File: src/rtl/bus_rr_arbiter_pkg.sv
// rtl/bus_rr_arbiter_pkg.sv - shared bus types, CTI codes and helpers for the round-robin arbiter
package bus_rr_arbiter_pkg;

    typedef enum logic [1:0] {
        ST_IDLE  = 2'd0,
        ST_OWNED = 2'd1,
        ST_ABORT = 2'd2
    } arb_state_t;

    localparam logic [2:0] CTI_CLASSIC = 3'b000;
    localparam logic [2:0] CTI_INCR    = 3'b010;
    localparam logic [2:0] CTI_EOB     = 3'b111;

    // Index of the set bit in a one-hot vector of up to four masters.
    function automatic logic [1:0] onehot_to_idx(input logic [3:0] oh);
        logic [1:0] idx;
        idx = 2'd0;
        for (int i = 0; i < 4; i++) begin
            if (oh[i]) idx = 2'(i);
        end
        return idx;
    endfunction

endpackage

File: src/rtl/bus_rr_arbiter_rr_pick.sv
// rtl/bus_rr_arbiter_rr_pick.sv - combinational round-robin pick starting after the last owner
module rr_pick #(
    parameter int N  = 2,
    parameter int IW = (N > 1) ? $clog2(N) : 1
) (
    input  logic [N-1:0]  req,
    input  logic [IW-1:0] last,
    output logic [N-1:0]  next,
    output logic          valid
);

    logic [IW-1:0] cand;

    always_comb begin
        next  = '0;
        valid = 1'b0;
        cand  = '0;
        // last itself is searched last, so a lone re-request by the previous owner still wins
        for (int k = 1; k <= N; k++) begin
            cand = IW'((int'(last) + k) % N);
            if (!valid && req[cand]) begin
                next[cand] = 1'b1;
                valid      = 1'b1;
            end
        end
    end

endmodule

File: src/rtl/bus_rr_arbiter.sv
// rtl/bus_rr_arbiter.sv - Wishbone round-robin arbiter: N masters onto one slave, with stall watchdog
module bus_rr_arbiter
    import bus_rr_arbiter_pkg::*;
#(
    parameter int NUM_MASTERS    = 2,
    parameter int ADDR_W         = 30,
    parameter int DATA_W         = 32,
    parameter int TIMEOUT_CYCLES = 1024
) (
    input  logic                          clk,
    input  logic                          reset,
    input  logic [NUM_MASTERS-1:0]        m_cyc,
    input  logic [NUM_MASTERS-1:0]        m_stb,
    input  logic [NUM_MASTERS-1:0]        m_we,
    input  logic [NUM_MASTERS*ADDR_W-1:0] m_adr,
    input  logic [NUM_MASTERS*DATA_W-1:0] m_dat_w,
    input  logic [NUM_MASTERS*(DATA_W/8)-1:0] m_sel,
    input  logic [NUM_MASTERS*3-1:0]      m_cti,
    output logic [NUM_MASTERS-1:0]        m_ack,
    output logic [NUM_MASTERS-1:0]        m_err,
    output logic [DATA_W-1:0]             m_dat_r,
    output logic                          s_cyc,
    output logic                          s_stb,
    output logic                          s_we,
    output logic [ADDR_W-1:0]             s_adr,
    output logic [DATA_W-1:0]             s_dat_w,
    output logic [DATA_W/8-1:0]           s_sel,
    output logic [2:0]                    s_cti,
    input  logic                          s_ack,
    input  logic                          s_err,
    input  logic [DATA_W-1:0]             s_dat_r,
    output logic [NUM_MASTERS-1:0]        grant,
    output logic                          timeout_event
);

    localparam int IW = $clog2(NUM_MASTERS);
    localparam int SW = DATA_W / 8;
    localparam int CW = (TIMEOUT_CYCLES > 0) ? $clog2(TIMEOUT_CYCLES + 1) : 1;
    localparam logic [CW-1:0] WD_LAST = CW'((TIMEOUT_CYCLES > 0) ? TIMEOUT_CYCLES - 1 : 0);

    arb_state_t       state;
    logic [IW-1:0]    last_owner;
    logic [CW-1:0]    wd_cnt;
    logic             abort_err;

    logic [NUM_MASTERS-1:0] pick_next;
    logic                   pick_valid;
    logic [IW-1:0]          pick_idx;
    logic                   owner_cyc;
    logic                   stall;

    rr_pick #(.N(NUM_MASTERS), .IW(IW)) u_pick (
        .req   (m_cyc),
        .last  (last_owner),
        .next  (pick_next),
        .valid (pick_valid)
    );

    assign pick_idx  = IW'(onehot_to_idx(4'(pick_next)));
    assign owner_cyc = m_cyc[last_owner];

    // last_owner is the current owner while OWNED/ABORT, so one mux index serves every state
    assign s_cyc   = (state == ST_OWNED) && owner_cyc;
    assign s_stb   = (state == ST_OWNED) && m_stb[last_owner];
    assign s_we    = m_we[last_owner];
    assign s_adr   = m_adr[int'(last_owner)*ADDR_W +: ADDR_W];
    assign s_dat_w = m_dat_w[int'(last_owner)*DATA_W +: DATA_W];
    assign s_sel   = m_sel[int'(last_owner)*SW +: SW];
    assign s_cti   = m_cti[int'(last_owner)*3 +: 3];
    assign m_dat_r = s_dat_r;

    assign stall = s_stb && !s_ack && !s_err;

    always_comb begin
        m_ack = '0;
        m_err = '0;
        if (state == ST_OWNED) begin
            m_ack[last_owner] = s_ack;
            m_err[last_owner] = s_err;
        end
        if (abort_err) m_err[last_owner] = 1'b1;
    end

    always_ff @(posedge clk) begin
        if (reset) begin
            state         <= ST_IDLE;
            grant         <= '0;
            last_owner    <= IW'(NUM_MASTERS - 1);
            wd_cnt        <= '0;
            timeout_event <= 1'b0;
            abort_err     <= 1'b0;
        end else begin
            timeout_event <= 1'b0;
            abort_err     <= 1'b0;
            case (state)
                ST_IDLE: begin
                    wd_cnt <= '0;
                    if (pick_valid) begin
                        state      <= ST_OWNED;
                        grant      <= pick_next;
                        last_owner <= pick_idx;
                    end
                end
                ST_OWNED: begin
                    if (!owner_cyc) begin
                        wd_cnt <= '0;
                        if (pick_valid) begin
                            grant      <= pick_next;
                            last_owner <= pick_idx;
                        end else begin
                            state <= ST_IDLE;
                            grant <= '0;
                        end
                    end else if (stall) begin
                        if (TIMEOUT_CYCLES != 0 && wd_cnt == WD_LAST) begin
                            state         <= ST_ABORT;
                            timeout_event <= 1'b1;
                            abort_err     <= 1'b1;
                            wd_cnt        <= '0;
                        end else if (TIMEOUT_CYCLES != 0) begin
                            wd_cnt <= wd_cnt + 1'b1;
                        end
                    end else if (s_ack || s_err) begin
                        wd_cnt <= '0;
                    end
                end
                ST_ABORT: begin
                    wd_cnt <= '0;
                    if (!owner_cyc) begin
                        if (pick_valid) begin
                            state      <= ST_OWNED;
                            grant      <= pick_next;
                            last_owner <= pick_idx;
                        end else begin
                            state <= ST_IDLE;
                            grant <= '0;
                        end
                    end
                end
                default: begin
                    state <= ST_IDLE;
                    grant <= '0;
                end
            endcase
        end
    end

endmodule

File: config.mk
export PLATFORM = sky130hd
export DESIGN_NAME = bus_rr_arbiter
export DESIGN_NICKNAME = d
export VERILOG_FILES = /design/src/rtl/bus_rr_arbiter_pkg.sv /design/src/rtl/bus_rr_arbiter_rr_pick.sv /design/src/rtl/bus_rr_arbiter.sv
export SDC_FILE = /design/constraint.sdc
export NUM_CORES = 1
export LEC_CHECK = 0
export CAP_MARGIN = 20
export CORE_AREA = 2 2 113 115
export CTS_BUF_LIST = sky130_fd_sc_hd__clkbuf_4 sky130_fd_sc_hd__clkbuf_8
export DETAILED_ROUTE_END_ITERATION = 16
export DIE_AREA = 0 0 115 117
export PLACE_DENSITY_LB_ADDON = 0.1
export SYNTH_ARGS = -nofsm -noshare
export SYNTH_HDL_FRONTEND = slang
export SYNTH_SLANG_ARGS = --single-unit
File: constraint.sdc
create_clock -name clk -period 3.6 [get_ports clk]
set_input_delay 0.36 -clock clk [delete_from_list [all_inputs] [get_ports clk]]
set_output_delay 0.36 -clock clk [all_outputs]
set_load 0.02 [all_outputs]
==> results.sh, run 1 <==
export IMPL_gp_congestion=0.790
export IMPL_overflow=0
export IMPL_synthToLayoutAreaGrowth_pct=99.7
export IMPL_yosys_cell_types_count=47
export IMPL_portBuffers=226
export IMPL_dr_pass1_iters=4
export IMPL_grt_pass1_wl_mm=15.8
export IMPL_grtUsageTotal_pct=15.8
export IMPL_period_minus_slack_ns=2.59
export IMPL_r2r_cells=6
export IMPL_initialDrtViolationCount=85
export IMPL_rsz0062_at_grt="false"
export IMPL_end_kind="output pin"
export IMPL_antennaDiodeCount=0
export IMPL_drtAntennaViolNets=0
export IMPL_fin_skew_ns=0.00594
export IMPL_synth_edf_count=0
export IMPL_r2r_start="state[1]"
export IMPL_final_setup_tns_ns=0
export IMPL_max_slew_margin_rel_pct=57.5
export IMPL_die_y_um=117
export IMPL_clock_sinks=17
export IMPL_rows=41
export IMPL_drc=0
export IMPL_yosys_register_bits=17
export IMPL_clk_pin_slew_ns=0.07
export IMPL_grt_antenna_before_repair=0
export IMPL_ctsHoldBuffers=0
export IMPL_period_share_pct=71.9
export IMPL_status="complete, no violations"
export IMPL_synth_seq_area_share_pct=15.3
export IMPL_slew_violations=0
export IMPL_worst_path_max_fanout=62
export IMPL_wl_mm=11.5
export IMPL_max_freq_mhz=386
export IMPL_slowest_delay_ns=0.56
export IMPL_dominantRegCellSynth="dfxtp_1"
export IMPL_fill_cells=1286
export IMPL_endpoint="s_cyc"
export IMPL_clockBufferDepth=2
export IMPL_setup_viol=0
export IMPL_die_w_um=115
export IMPL_insertion_delay_ns=0.26
export IMPL_via_per_inst=4.40
export IMPL_cts_max_level=1
export IMPL_synth_top_cell_area_share_pct=35.5
export IMPL_setup_slack_ns=1.01
export IMPL_hp_class="reg2reg"
export IMPL_synth_nets=435
export IMPL_async_flop_share_pct=0
export IMPL_die_area_mm2=0.0135
export IMPL_finalHoldViolCount=0
export IMPL_stdcell_area_mm2=0.00443
export IMPL_post_cts_resized=0
export IMPL_ir_drop_uv=171
export IMPL_post_drt_wl_per_cell_um=19.8
export IMPL_netlist_instances=250
export IMPL_coreArea_mm2=0.0123
export IMPL_power_mw=1.81
export IMPL_cpMaxStageDelayCell="dfxtp_4"
export IMPL_critPathKind="reg2out"
export IMPL_drv_cap=0
export IMPL_final_core_util_pct=36.0
export IMPL_root_buffer="clkbuf_8"
export IMPL_syn_cell_area_mm2=0.00222
export IMPL_r2r_end="wd_cnt[2]"
export IMPL_grt_max_degree=63
export IMPL_drive_above_1_share_pct=18.9
export IMPL_place_ws_ns=1.16
export IMPL_arrival_ns=2.23
export IMPL_yosysWarnings=0
export IMPL_ios=291
export IMPL_placed_cell_area_mm2=0.00439
export IMPL_cts_tree="done"
export IMPL_dp_hpwl_mm=10.1
export IMPL_worstPathCellList="buf_12 > mux2_4 > nand2_1 > inv_1 > clkdlybuf4s50_1"
export IMPL_cp_data_required_time_ns=3.24
export IMPL_cp_start_kind="register"
export IMPL_nNetsFinal=620
export IMPL_worst_pin_slew_ns=0.636
export IMPL_post_cts_buffers=0
export IMPL_start_util_pct=18.0
export IMPL_synth_area_leader_cell="mux2_2"
export IMPL_grt_pass1_vias=2600
export IMPL_p_per_area_mw_per_mm2=408
export IMPL_reg2reg_setup_slack_ns=1.30
export IMPL_dr_total_vias=2572
export IMPL_cp_startpoint="last_owner"
export IMPL_syn_mean_instance_area_um2=8.88
export IMPL_numCtsBuffers=3
export IMPL_power_leakage_nw=1.57
export IMPL_synth_area_leaders="mux2_2 35%, dfxtp_1 15%, buf_4 11%, ha_1 2.8%, a21oi_1 2.0%"
-- synth_stat cells, types with 3 or more instances --
library cell,instances
a21oi_1,9
inv_1,8
a31oi_1,5
buf_4,33
clkbuf_1,12
nand3_1,6
nor3_1,8
a211oi_1,3
nor2_1,10
mux2_2,70
ha_1,5
nand3b_1,4
a311oi_1,5
nand4b_1,5
nand2_1,10
dfxtp_1,17
o21ai_0,3
-- worst max-delay path: cells and delay by family (launching register included) --
kind / cells / cell delay [ns]
buf+inv: 3 / 0.93
flops: 1 / 0.56
mux: 1 / 0.37
simple gates: 1 / 0.10
-- report_power, final --
group | total, mW | switching (mW) | internal [mW]
clock | 0.157 | 0.0706 | 0.0863
combinational | 1.40 | 0.647 | 0.752
sequential | 0.252 | 0.0449 | 0.207
total | 1.81 | 0.762 | 1.05
-- logic make-up (layout without fill, tap and decap cells) --
logic type      count (synthesis)  after routing  share of synthesized area [%]
compound gates                 41             41                           13.7
flops                          17             17                           15.3
simple gates                   58             58                           15.0
fa+ha+maj                       5              5                           2.82
buf+inv                        55            239                           15.3
mux                            74             74                           37.9
-- flip-flops by register name (all words and copies together), names as in the netlist --
name and flops:
abort_err 1, grant 2, last_owner 1, state 2, wd_cnt 11
-- per-stage QoR --
step           hold slack (ns)  cells
5_1_grt                  0.449    584
4_1_cts                  0.426    584
2_1_floorplan            0.403    250
3_3_place_gp             0.416    580
3_5_place_dp             0.414    580
6_report                 0.424    584
-- worst min path at each step --
| stage | startpoint | end | slack, ns | cells after the start |
|---|---|---|---|---|
| 2_1_floorplan | wd_cnt[10] | wd_cnt[10] | 0.40 | 2 |
| 3_3_place_gp | wd_cnt[10] | wd_cnt[10] | 0.42 | 2 |
| 3_5_place_dp | wd_cnt[10] | wd_cnt[10] | 0.41 | 2 |
| 4_1_cts | wd_cnt[10] | wd_cnt[10] | 0.43 | 2 |
| 5_1_grt | wd_cnt[10] | wd_cnt[10] | 0.45 | 2 |
| 6_report | wd_cnt[10] | wd_cnt[10] | 0.42 | 2 |
-- cell usage in the layout, fill, tap and decap left out, types with 2 or more instances in the layout --
cell,n
dfxtp_1,16
o31ai_1,2
and2_1,2
clkdlybuf4s50_1,226
mux2i_2,2
ha_1,5
nor2b_1,2
mux2_2,70
inv_1,8
a31oi_1,5
nor2_1,10
and3_1,2
nand2b_1,2
a311oi_1,5
nand2_1,10
nand4b_1,5
nor3_1,8
a211oi_1,3
nand3_1,6
o21ai_0,3
nand3b_1,4
a21oi_1,9
clkbuf_8,3
o2111ai_1,2
-- per-layer routing --
layer / up-vias / share of wire, % / GRT usage (%)
met2: 134 / 54 / 29.2
li1: 1267 / - / -
met4: 0 / 1.0 / 2.17
met1: 1165 / 37 / 18.1
met5: - / 0 / 0
met3: 6 / 7.8 / 5.15
-- area by class of cell --
cell class	count	area [um2]	area share [%]
repair buffers	227	2280	51.5
inverters	8	30.0	0.677
flip-flops and latches	17	344	7.76
clock buffers	4	48.8	1.10
well taps	150	188	4.23
multi-input cells	178	1540	34.8
Power figures use the tool's default switching activity.
==> run 2: changes to the inputs <==
- CORE_AREA: 2 2 113 115 -> 2 2 114 116
- DIE_AREA: 0 0 115 117 -> 0 0 116 118
- clock period: 3.6 -> 2.6 ns (I/O delays scaled with it)
==> results.sh, run 2 (synthesis gave the netlist of run 1 again) <==
export IMPL_nNetsFinal=625
export IMPL_grt_pass1_vias=2727
export IMPL_die_w_um=116
export IMPL_top_regs="wd_cnt x11, grant x2, state x2"
export IMPL_grtUsageMet2_pct=27.1
export IMPL_die_y_um=118
export IMPL_drtAntennaViolNets=0
export IMPL_dr_total_vias=2629
export IMPL_grt_use_met1_pct=18.2
export IMPL_cp_start_kind="register"
export IMPL_max_slew_margin_rel_pct=57.4
export IMPL_cts_max_level=1
export IMPL_grt_pass1_wl_mm=16.3
export IMPL_post_cts_resized=0
export IMPL_final_setup_tns_ns=0
export IMPL_mostFrequentLayoutCells="226 x clkdlybuf4s50_1, 70 x mux2_2, 16 x dfxtp_1"
export IMPL_initialDrtViolationCount=93
export IMPL_r2r_start="state[1]"
export IMPL_rsz0062_at_grt="false"
export IMPL_antennaDiodeCount=0
export IMPL_cts_tree="done"
export IMPL_clockBufferDepth=2
export IMPL_ios=291
export IMPL_clock_sinks=17
export IMPL_final_common_cell="clkdlybuf4s50_1"
export IMPL_via_per_inst=4.30
export IMPL_wl_mm=11.3
export IMPL_max_freq_mhz=421
export IMPL_coreArea_mm2=0.0124
export IMPL_top_usage_layer="met2"
export IMPL_slew_violations=0
export IMPL_endpoint="s_dat_w[8]"
export IMPL_largest_register="wd_cnt"
export IMPL_arrival_ns=2.12
export IMPL_root_buffer="clkbuf_8"
export IMPL_period_minus_slack_ns=2.38
export IMPL_final_cells=611
export IMPL_rows=41
export IMPL_cp_data_required_time_ns=2.34
export IMPL_finalHoldViolCount=0
export IMPL_period_share_pct=91.4
export IMPL_reg2reg_setup_slack_ns=0.47
export IMPL_worst_pin_slew_ns=0.637
export IMPL_r2r_cells=6
export IMPL_drc=0
export IMPL_ctsHoldBuffers=0
export IMPL_largest_register_ffs=11
export IMPL_worst_path_max_fanout=27
export IMPL_power_leakage_nw=1.59
export IMPL_dr_pass1_iters=4
export IMPL_r2r_end="wd_cnt[5]"
export IMPL_drive_above_1_share_pct=19.8
export IMPL_critPathKind="reg2out"
export IMPL_setup_viol=0
export IMPL_portBuffers=226
export IMPL_insertion_delay_ns=0.25
export IMPL_p_per_area_mw_per_mm2=563
export IMPL_hp_class="reg2reg"
export IMPL_grtUsageTotal_pct=15.7
export IMPL_grt_antenna_before_repair=0
export IMPL_fill_cells=1299
export IMPL_clk_pin_slew_ns=0.07
export IMPL_post_drt_wl_per_cell_um=18.4
export IMPL_ir_drop_uv=213
export IMPL_fin_skew_ns=0.00178
export IMPL_synthToLayoutAreaGrowth_pct=103
export IMPL_overflow=0
export IMPL_cp_startpoint="last_owner"
export IMPL_drv_cap=0
export IMPL_start_util_pct=17.9
export IMPL_use_met3_pct=7.26
export IMPL_die_area_mm2=0.0137
export IMPL_gp_congestion=0.840
export IMPL_end_kind="output pin"
export IMPL_grt_max_degree=30
export IMPL_status="complete, no violations"
export IMPL_place_inst=607
export IMPL_dp_hpwl_mm=9.84
export IMPL_numCtsBuffers=3
export IMPL_post_cts_buffers=0
run 2: worst min path at each step:
stage	startpoint	endpoint	cells after the start
after floorplan	reset	wd_cnt[2]	1
after global placement	wd_cnt[10]	wd_cnt[10]	2
after detailed placement	wd_cnt[10]	wd_cnt[10]	2
after CTS	wd_cnt[10]	wd_cnt[10]	2
after global routing	wd_cnt[10]	wd_cnt[10]	2
final	wd_cnt[10]	wd_cnt[10]	2
run 2: layout make-up:
class / instances / area, um2 / area share [%]
multi-input combinational: 178 / 1540 / 34.3
timing repair buffer: 232 / 2320 / 51.6
clock buffer: 4 / 48.8 / 1.08
inverter: 8 / 30.0 / 0.667
tap: 172 / 215 / 4.78
sequential: 17 / 344 / 7.65
run 2: through the flow:
step	total power, mW	cell area [um2]	setup WS (ns)	hold WS (ns)	utilization (%)
final	2.53	4500	0.223	0.440	36.2
after global routing	2.68	4500	0.139	0.460	36.2
after CTS	2.57	4500	0.205	0.445	36.2
after detailed placement	2.35	4450	0.340	0.435	35.8
after global placement	2.35	4450	0.398	0.419	35.8
after floorplan	1.46	2220	0.819	0.332	-
run 2: critical path, cell delays in order, from the launching register on:
cell             delay, ns
dfxtp_4               0.60
buf_4                 0.32
mux2_2                0.39
clkdlybuf4s50_1       0.55
run 2: report_power, final:
group / total [mW] / switching [mW] / internal [mW]
Clock: 0.212 / 0.0925 / 0.119
Sequential: 0.356 / 0.0695 / 0.287
Combinational: 1.96 / 0.899 / 1.06
Total: 2.53 / 1.06 / 1.47
run 2: metal layers:
layer	wire length, um	vias up
met1	4410	1213
met4	66	0
met2	5640	132
met3	1160	4
met5	0	-
li1	-	1280
==> run 3: changes to the inputs <==
- clock period: 2.6 -> 2.5 ns (I/O delays scaled with it)
==> results.sh, run 3 (synthesis gave the netlist of run 1 again) <==
export IMPL_status="complete, no violations"
export IMPL_arrival_ns=2.02
export IMPL_fill_cells=1302
export IMPL_wl_mm=11.4
export IMPL_final_cells=614
export IMPL_hp_class="reg2reg"
export IMPL_die_area_mm2=0.0137
export IMPL_clockBufferDepth=2
export IMPL_multiInputGateArea_mm2=0.00154
export IMPL_drc=0
export IMPL_start_util_pct=17.9
export IMPL_wl_met3_mm=1.30
export IMPL_grtUsageTotal_pct=15.9
export IMPL_slew_violations=0
export IMPL_cts_max_level=1
export IMPL_mostFrequentLayoutCells="226 x clkdlybuf4s50_1, 70 x mux2_2, 16 x dfxtp_1"
export IMPL_drtAntennaViolNets=0
export IMPL_nNetsFinal=627
export IMPL_ir_drop_uv=191
export IMPL_worst_pin_slew_ns=0.534
export IMPL_power_mw=2.66
export IMPL_ctsHoldBuffers=0
export IMPL_post_cts_resized=0
export IMPL_die_y_um=118
export IMPL_max_slew_margin_rel_pct=64.1
export IMPL_cts_tree="done"
export IMPL_overflow=0
export IMPL_post_drt_wl_per_cell_um=18.6
export IMPL_rows=41
export IMPL_largest_register="wd_cnt"
export IMPL_drv_cap=0
export IMPL_post_cts_buffers=0
export IMPL_rsz0062_at_grt="false"
export IMPL_die_w_um=116
export IMPL_ios=291
export IMPL_period_minus_slack_ns=2.27
export IMPL_dp_hpwl_mm=10.0
export IMPL_final_setup_tns_ns=0
export IMPL_portBuffers=226
export IMPL_finalHoldViolCount=0
export IMPL_seqCellArea_um2=344
export IMPL_worst_path_max_fanout=25
export IMPL_grt_max_degree=27
export IMPL_initialDrtViolationCount=82
export IMPL_gp_congestion=0.856
export IMPL_dr_total_vias=2604
export IMPL_root_buffer="clkbuf_8"
export IMPL_setup_viol=0
export IMPL_place_inst=609
export IMPL_grt_pass1_wl_mm=16.3
export IMPL_grt_pass1_vias=2690
export IMPL_critPathKind="reg2out"
export IMPL_synthToLayoutAreaGrowth_pct=104
export IMPL_clock_sinks=17
export IMPL_dr_wl_met2_mm=5.76
export IMPL_via_per_inst=4.24
export IMPL_drt_met1_wl_mm=4.28
export IMPL_numCtsBuffers=3
export IMPL_drive_above_1_share_pct=20.2
export IMPL_cp_data_required_time_ns=2.25
export IMPL_period_share_pct=90.8
export IMPL_dr_pass1_iters=4
export IMPL_routed_top_layer="met5"
export IMPL_max_freq_mhz=440
export IMPL_final_common_cell="clkdlybuf4s50_1"
export IMPL_largest_register_ffs=11
export IMPL_clk_pin_slew_ns=0.08
export IMPL_p_per_area_mw_per_mm2=586
export IMPL_top_regs="wd_cnt x11, grant x2, state x2"
export IMPL_grt_antenna_before_repair=5
export IMPL_power_leakage_nw=1.61
export IMPL_cp_start_kind="register"
export IMPL_insertion_delay_ns=0.26
export IMPL_coreArea_mm2=0.0124
export IMPL_fin_skew_ns=0.00526
export IMPL_end_kind="output pin"
run 3: cell types whose count changed in the layout (fill, tap and decap cells not counted), sizes merged:
cell    delta
diode      +1
clkbuf     -1
clkinv     +1
buf        +2
run 3: power breakdown:
part | total, mW | internal (mW) | switching [mW]
combinational | 2.08 | 1.14 | 0.941
sequential | 0.368 | 0.298 | 0.0704
clock | 0.216 | 0.111 | 0.105
run 3: worst max-delay path, stage by stage, from the launching register on:
cell and delay, ns:
dfxtp_4 0.59, buf_12 0.21, mux2_2 0.40, clkdlybuf4s50_1 0.56
run 3: layout make-up:
cell class / instances / share of cell area, %
antenna: 1 / 0.0551
clock buffer: 3 / 0.910
clock inverter: 1 / 0.110
inverter: 8 / 0.662
multi-input combinational: 178 / 34.0
sequential: 17 / 7.58
tap: 172 / 4.74
timing repair buffer: 234 / 52.0
run 3: stage by stage:
step                utilization, %  setup WS, ns  cell area (um2)  hold slack, ns
floorplan                        -         0.719             2220           0.322
global placement              36.2         0.356             4490           0.417
detailed placement            36.2         0.283             4490           0.423
CTS                           36.5         0.208             4540           0.436
global route                  36.5         0.145             4540           0.449
finish                        36.6         0.229             4540           0.434
run 3: routing by layer:
layer / vias to the layer above / track usage (%)
met5: - / 0
met4: 4 / 1.34
met3: 10 / 8.81
met2: 125 / 27.7
met1: 1181 / 17.4
li1: 1284 / -
run 3: path summary, 6_finish.rpt:
kind | from | endpoint | slack (ns) | cells after the start
min reg2reg | wd_cnt[10] | wd_cnt[10] | 0.43 | 2
min | wd_cnt[10] | wd_cnt[10] | 0.43 | 2
max | last_owner | s_adr[6] | 0.23 | 3
max reg2reg | last_owner | wd_cnt[10] | 0.42 | 5
